**src/rtl/instr_encoder.sv**
```systemverilog
// RV64 instruction packer: folds decoded fields and a 64-bit immediate back into a 32-bit
// R/I/S/SB word behind a 1-deep valid/ready register, with encode and error counters.
module instr_encoder #(
  parameter int unsigned CNT_W = 16
) (
  input  logic             clk,
  input  logic             rst_n,
  input  logic             in_valid,
  output logic             in_ready,
  input  logic [1:0]       in_type,
  input  logic [6:0]       in_opcode,
  input  logic [4:0]       in_rd,
  input  logic [4:0]       in_rs1,
  input  logic [4:0]       in_rs2,
  input  logic [2:0]       in_funct3,
  input  logic [6:0]       in_funct7,
  input  logic [63:0]      in_imm,
  output logic             out_valid,
  input  logic             out_ready,
  output logic [31:0]      out_instr,
  output logic             out_err,
  input  logic             cnt_clr,
  output logic [CNT_W-1:0] enc_count,
  output logic [CNT_W-1:0] err_count
);

  typedef enum logic [1:0] {FmtR = 2'd0, FmtI = 2'd1, FmtS = 2'd2, FmtSb = 2'd3} fmt_e;

  localparam logic [6:0]  OpReg    = 7'b0110011;
  localparam logic [6:0]  OpStore  = 7'b0100011;
  localparam logic [6:0]  OpBranch = 7'b1100011;
  localparam logic [31:0] Nop      = 32'h0000_0013;

  logic             imm_fits12;
  logic             imm_fits13;
  logic [31:0]      enc_word;
  logic             enc_legal;
  logic [31:0]      enc_instr;
  logic             accept;
  logic             fire;

  logic             out_valid_q, out_valid_d;
  logic [31:0]      out_instr_q, out_instr_d;
  logic             out_err_q, out_err_d;
  logic [CNT_W-1:0] enc_count_q, enc_count_d;
  logic [CNT_W-1:0] err_count_q, err_count_d;

  // The immediate fits iff every bit above the field's sign bit copies it.
  assign imm_fits12 = (&in_imm[63:11]) | ~(|in_imm[63:11]);
  assign imm_fits13 = (&in_imm[63:12]) | ~(|in_imm[63:12]);

  always_comb begin
    enc_word  = '0;
    enc_legal = 1'b1;
    unique case (fmt_e'(in_type))
      FmtR: begin
        enc_word = {in_funct7, in_rs2, in_rs1, in_funct3, in_rd, OpReg};
      end
      FmtI: begin
        enc_legal = imm_fits12;
        enc_word  = {in_imm[11:0], in_rs1, in_funct3, in_rd, in_opcode};
      end
      FmtS: begin
        enc_legal = imm_fits12;
        enc_word  = {in_imm[11:5], in_rs2, in_rs1, in_funct3, in_imm[4:0], OpStore};
      end
      FmtSb: begin
        enc_legal = imm_fits13 & ~in_imm[0];
        enc_word  = {in_imm[12], in_imm[10:5], in_rs2, in_rs1, in_funct3, in_imm[4:1],
                     in_imm[11], OpBranch};
      end
      default: begin
        enc_word  = '0;
        enc_legal = 1'b1;
      end
    endcase
    enc_instr = enc_legal ? enc_word : Nop;
  end

  assign in_ready = ~out_valid_q | out_ready;
  assign accept   = in_valid & in_ready;
  assign fire     = out_valid_q & out_ready;

  always_comb begin
    out_valid_d = out_valid_q;
    out_instr_d = out_instr_q;
    out_err_d   = out_err_q;
    if (accept) begin
      out_valid_d = 1'b1;
      out_instr_d = enc_instr;
      out_err_d   = ~enc_legal;
    end else if (out_ready) begin
      out_valid_d = 1'b0;
    end
  end

  always_comb begin
    enc_count_d = enc_count_q;
    err_count_d = err_count_q;
    if (cnt_clr) begin
      enc_count_d = '0;
      err_count_d = '0;
    end else if (fire) begin
      enc_count_d = enc_count_q + CNT_W'(1);
      if (out_err_q && !(&err_count_q)) begin
        err_count_d = err_count_q + CNT_W'(1);
      end
    end
  end

  always_ff @(posedge clk or negedge rst_n) begin
    if (!rst_n) begin
      out_valid_q <= 1'b0;
      out_instr_q <= '0;
      out_err_q   <= 1'b0;
      enc_count_q <= '0;
      err_count_q <= '0;
    end else begin
      out_valid_q <= out_valid_d;
      out_instr_q <= out_instr_d;
      out_err_q   <= out_err_d;
      enc_count_q <= enc_count_d;
      err_count_q <= err_count_d;
    end
  end

  assign out_valid = out_valid_q;
  assign out_instr = out_instr_q;
  assign out_err   = out_err_q;
  assign enc_count = enc_count_q;
  assign err_count = err_count_q;

endmodule

```
**config.mk**
```make
export PLATFORM = sky130hd
export DESIGN_NAME = instr_encoder
export DESIGN_NICKNAME = d
export VERILOG_FILES = /design/src/rtl/instr_encoder.sv
export SDC_FILE = /design/constraint.sdc
export NUM_CORES = 1
export LEC_CHECK = 0
export CAP_MARGIN = 20
export CORE_MARGIN = 8
export CORE_UTILIZATION = 41
export CTS_CLUSTER_SIZE = 30
export DETAILED_ROUTE_END_ITERATION = 10
export MAX_ROUTING_LAYER = met4
export PLACE_DENSITY = 0.83
export SYNTH_ARGS = -nofsm -noshare
export SYNTH_HDL_FRONTEND = slang
export SYNTH_SLANG_ARGS = --single-unit
export TNS_END_PERCENT = 30
```
**constraint.sdc**
```tcl
create_clock -name clk -period 2.48 [get_ports clk]
set_input_delay 0.744 -clock clk [delete_from_list [all_inputs] [get_ports clk]]
set_output_delay 0.744 -clock clk [all_outputs]
set_load 0.05 [all_outputs]
```
==> impl_metrics.ini, run 1 <==
[timing]
finalSetupViolCount = 0
drv_slew = 0
max-slew-margin-rel_pct = 62.0
rsz0062_at_grt = no
period_needed_ns = 2.47
finalCritPeriodShare_pct = 99.6
worstMarginPinSlew_ns = 0.568
skew_ns = 0.00578
hold_viol = 0
fmax_mhz = 405
setup_ws_ns = 0.0101

[layout]
syn2layout_area_growth_pct = 67.3
utilization_pct = 69.6
antennaDiodeCount = 0
layout_commonest_cell = clkdlybuf4s50_1
final_nets = 676
mostFrequentLayoutCells = clkdlybuf4s50_1 (133), dfrtp_1 (66), a21oi_1 (37)
drive_gt1_share_pct = 13.3

[synth]
seq_area_frac_synth_pct = 46.4
synth_warnings = 0
syn_area_um2 = 3560
synth_area_leaders = dfrtp_1 (46%), a21oi_1 (5.2%), a221o_1 (4.5%), nand4_1 (4.4%), o21ai_0 (3.8%)
synth_edf_count = 0
synth_cells = 372
synth_top_cell_area_share_pct = 46.4
ys_ff_latch = 66
syn_nets = 481
ys.flop_type = dfrtp_1
syn_avg_cell_area_um2 = 9.56
ys_types = 43
async_flop_share_pct = 100
synth_top_area_cell = dfrtp_1

[global_route]
globalRouteOverflowTotal = 0
grt.total_usage_pct = 22.0
grt_pass1_vias = 4084
antenna_found_initial = 0
grt_pass1_wl_um = 19900
grt_max_degree = 67

[pwr]
p_leak_uw = 0.00262
ir_drop_uv = 240
p_int_uw = 2100
p_seq_share_pct = 38.6
power.switching_uw = 988
pwr_density_cell_nw_per_um2 = 520
power_frac_clock_pct = 33.2
pwr-share-comb_pct = 28.2
power.total_uw = 3090
switching_share_pct = 31.9

[setup_path]
cp-startpoint = in_imm[43]
cp_top_family = simple AND/OR/NAND/NOR gates
r2r_start = err_count[5]
cp_slowest_cell = or4_1
required_ns = 2.72
worst-path-max-fanout = 8
r2r_slack_ns = 0.57
cp-endpoint = out_instr[0]
cp.depth = 7
r2r_end = err_count[2]
cpPeakStageDelay_ns = 0.51
cp-end-kind = register
crit_path_cell_trace = clkdlybuf4s50_1, nor4_1, nand3_1, or4_1, a32o_2, buf_12, o22a_1
crit_buf_inv = 2
worstRegToRegCells = 7
criticalPathCategory = in -> reg
start_kind = input port
critPathArrivalTime_ns = 2.71

[drt]
first_pass_iters = 5
ant_nets = 0
met3WireLength_um = 989
first_iter_violations = 231
top_layer = met4
drt_wl_total_um = 12800
routedWlPerCell_um = 18.8
dr_wl_met2_um = 6220
drt-met1-wl_um = 5190
drc = 0
viasPerCell = 5.65
vias = 3839

[clock_tree]
tritoncts = done
ctsLongestPathBuffers = 2
root_buffer = clkbuf_8
clock_sinks = 66
clkSlewWorstSetupHoldPaths_ns = 0.08
numCtsBuffers = 9
post_cts_buffers = 0
clock_latency_ns = 0.35
cts-htree-levels = 3

[hold_path]
min_path_type = in -> async

[die]
initial_utilization_pct = 41.6
dieArea_um2 = 11900
coreArea_um2 = 8550
rows = 34
die_y_um = 109
pin_count = 170
dieWidth_um = 109

[placed_design]
port_buffers = 169
place.gp.congestion = 0.867
post-place-ws_ns = -0.519
dpl.hpwl_um = 9740

[flow_run]
drv_cap = 0

[outcome]
status = complete, no violations
cells in the mapped netlist, types with 2 or more instances:
| cell | count |
|---|---|
| nor4_1 | 16 |
| a211oi_1 | 3 |
| xnor2_1 | 12 |
| buf_2 | 2 |
| and2_1 | 2 |
| ha_1 | 6 |
| o2111ai_1 | 2 |
| o22a_1 | 2 |
| buf_1 | 2 |
| nand4_1 | 25 |
| nor2_1 | 33 |
| o21ai_0 | 27 |
| nand3_1 | 9 |
| mux2i_1 | 10 |
| nor2b_1 | 3 |
| xor2_1 | 10 |
| clkbuf_1 | 16 |
| and3_1 | 8 |
| or2_2 | 2 |
| or3_1 | 7 |
| nor3_1 | 5 |
| a32oi_1 | 2 |
| inv_1 | 5 |
| a21oi_1 | 37 |
| dfrtp_1 | 66 |
| nand2_1 | 18 |
| a221o_1 | 16 |
| a21o_1 | 3 |
| nand2b_1 | 4 |
| and4_1 | 6 |
worst min-delay path by stage:
stage | depth (start not counted) | start | to | slack, ns
floorplan | 0 | rst_n | enc_count[0] | 0.45
global placement | 2 | out_instr[6] | out_instr[6] | 0.47
detailed placement | 2 | out_instr[6] | out_instr[6] | 0.47
CTS | 2 | rst_n | enc_count[14] | 0.41
global route | 2 | rst_n | out_instr[29] | 0.43
finish | 2 | rst_n | err_count[9] | 0.41
registers in the layout (all words and copies together) (netlist names):
| signal | count |
|---|---|
| enc_count | 16 |
| out_valid | 1 |
| out_instr | 32 |
| err_count | 16 |
| out_err | 1 |
metrics by stage:
stage               instances  area, um^2  TNS (ns)  hold WS (ns)
CTS                       680        5860         0         0.408
global placement          663        5590    -14.15         0.472
global route              680        5950         0         0.431
detailed placement        663        5590    -14.37         0.469
finish                    680        5950         0         0.411
floorplan                 372        3560         0         0.448
what timing repair did:
action	in CTS	in global routing
setup endpoints to repair	32	34
pin swaps	17	15
gates cloned	1	0
gates resized for setup	20	31
hold buffers	0	0
final cells by class:
class	count	area, um^2
Clock buffer	10	138
Clock inverter	6	90.1
Fill cell	640	2600
Inverter	5	18.8
Multi-Input combinational cell	280	1880
Sequential cell	66	1650
Tap cell	108	135
Timing Repair Buffer	205	2040
power groups by stage:
stage | combinational [uW] | clock (uW) | sequential, uW
detailed placement | 871 | 0 | 1210
finish | 873 | 1030 | 1190
floorplan | 180 | 0 | 1450
global route | 921 | 1090 | 1200
CTS | 874 | 1050 | 1190
global placement | 855 | 0 | 1210
cell families after synthesis:
logic type                 count (synthesis)  share of synthesized area [%]
AOI/OAI and AO/OA                        100                           18.5
DFF                                       66                           46.4
adders and majority gates                  6                           2.11
and+or+nand+nor                          141                           21.3
buffers and inverters                     26                           3.03
muxes                                     11                           3.13
xor gates and xnor gates                  22                           5.42
metal layers:
metal  vias up  GRT usage, %
met1      1833          25.0
met3        33          5.50
met2       173          35.7
met5         -             -
li1       1800             -
met4         0          10.7
Note: power is estimated with default switching activity, not from simulation.
==> run 2: changes to the inputs <==
--- a/config.mk
+++ b/config.mk
@@ -8,7 +8,7 @@
 export CAP_MARGIN = 20
 export CORE_MARGIN = 8
 export CORE_UTILIZATION = 41
-export CTS_CLUSTER_SIZE = 30
+export CTS_CLUSTER_SIZE = 8
 export DETAILED_ROUTE_END_ITERATION = 10
 export MAX_ROUTING_LAYER = met4
 export PLACE_DENSITY = 0.83
==> results of run 2 <==
Same layout as run 1: the final DEF is identical, and so are final timing and power.
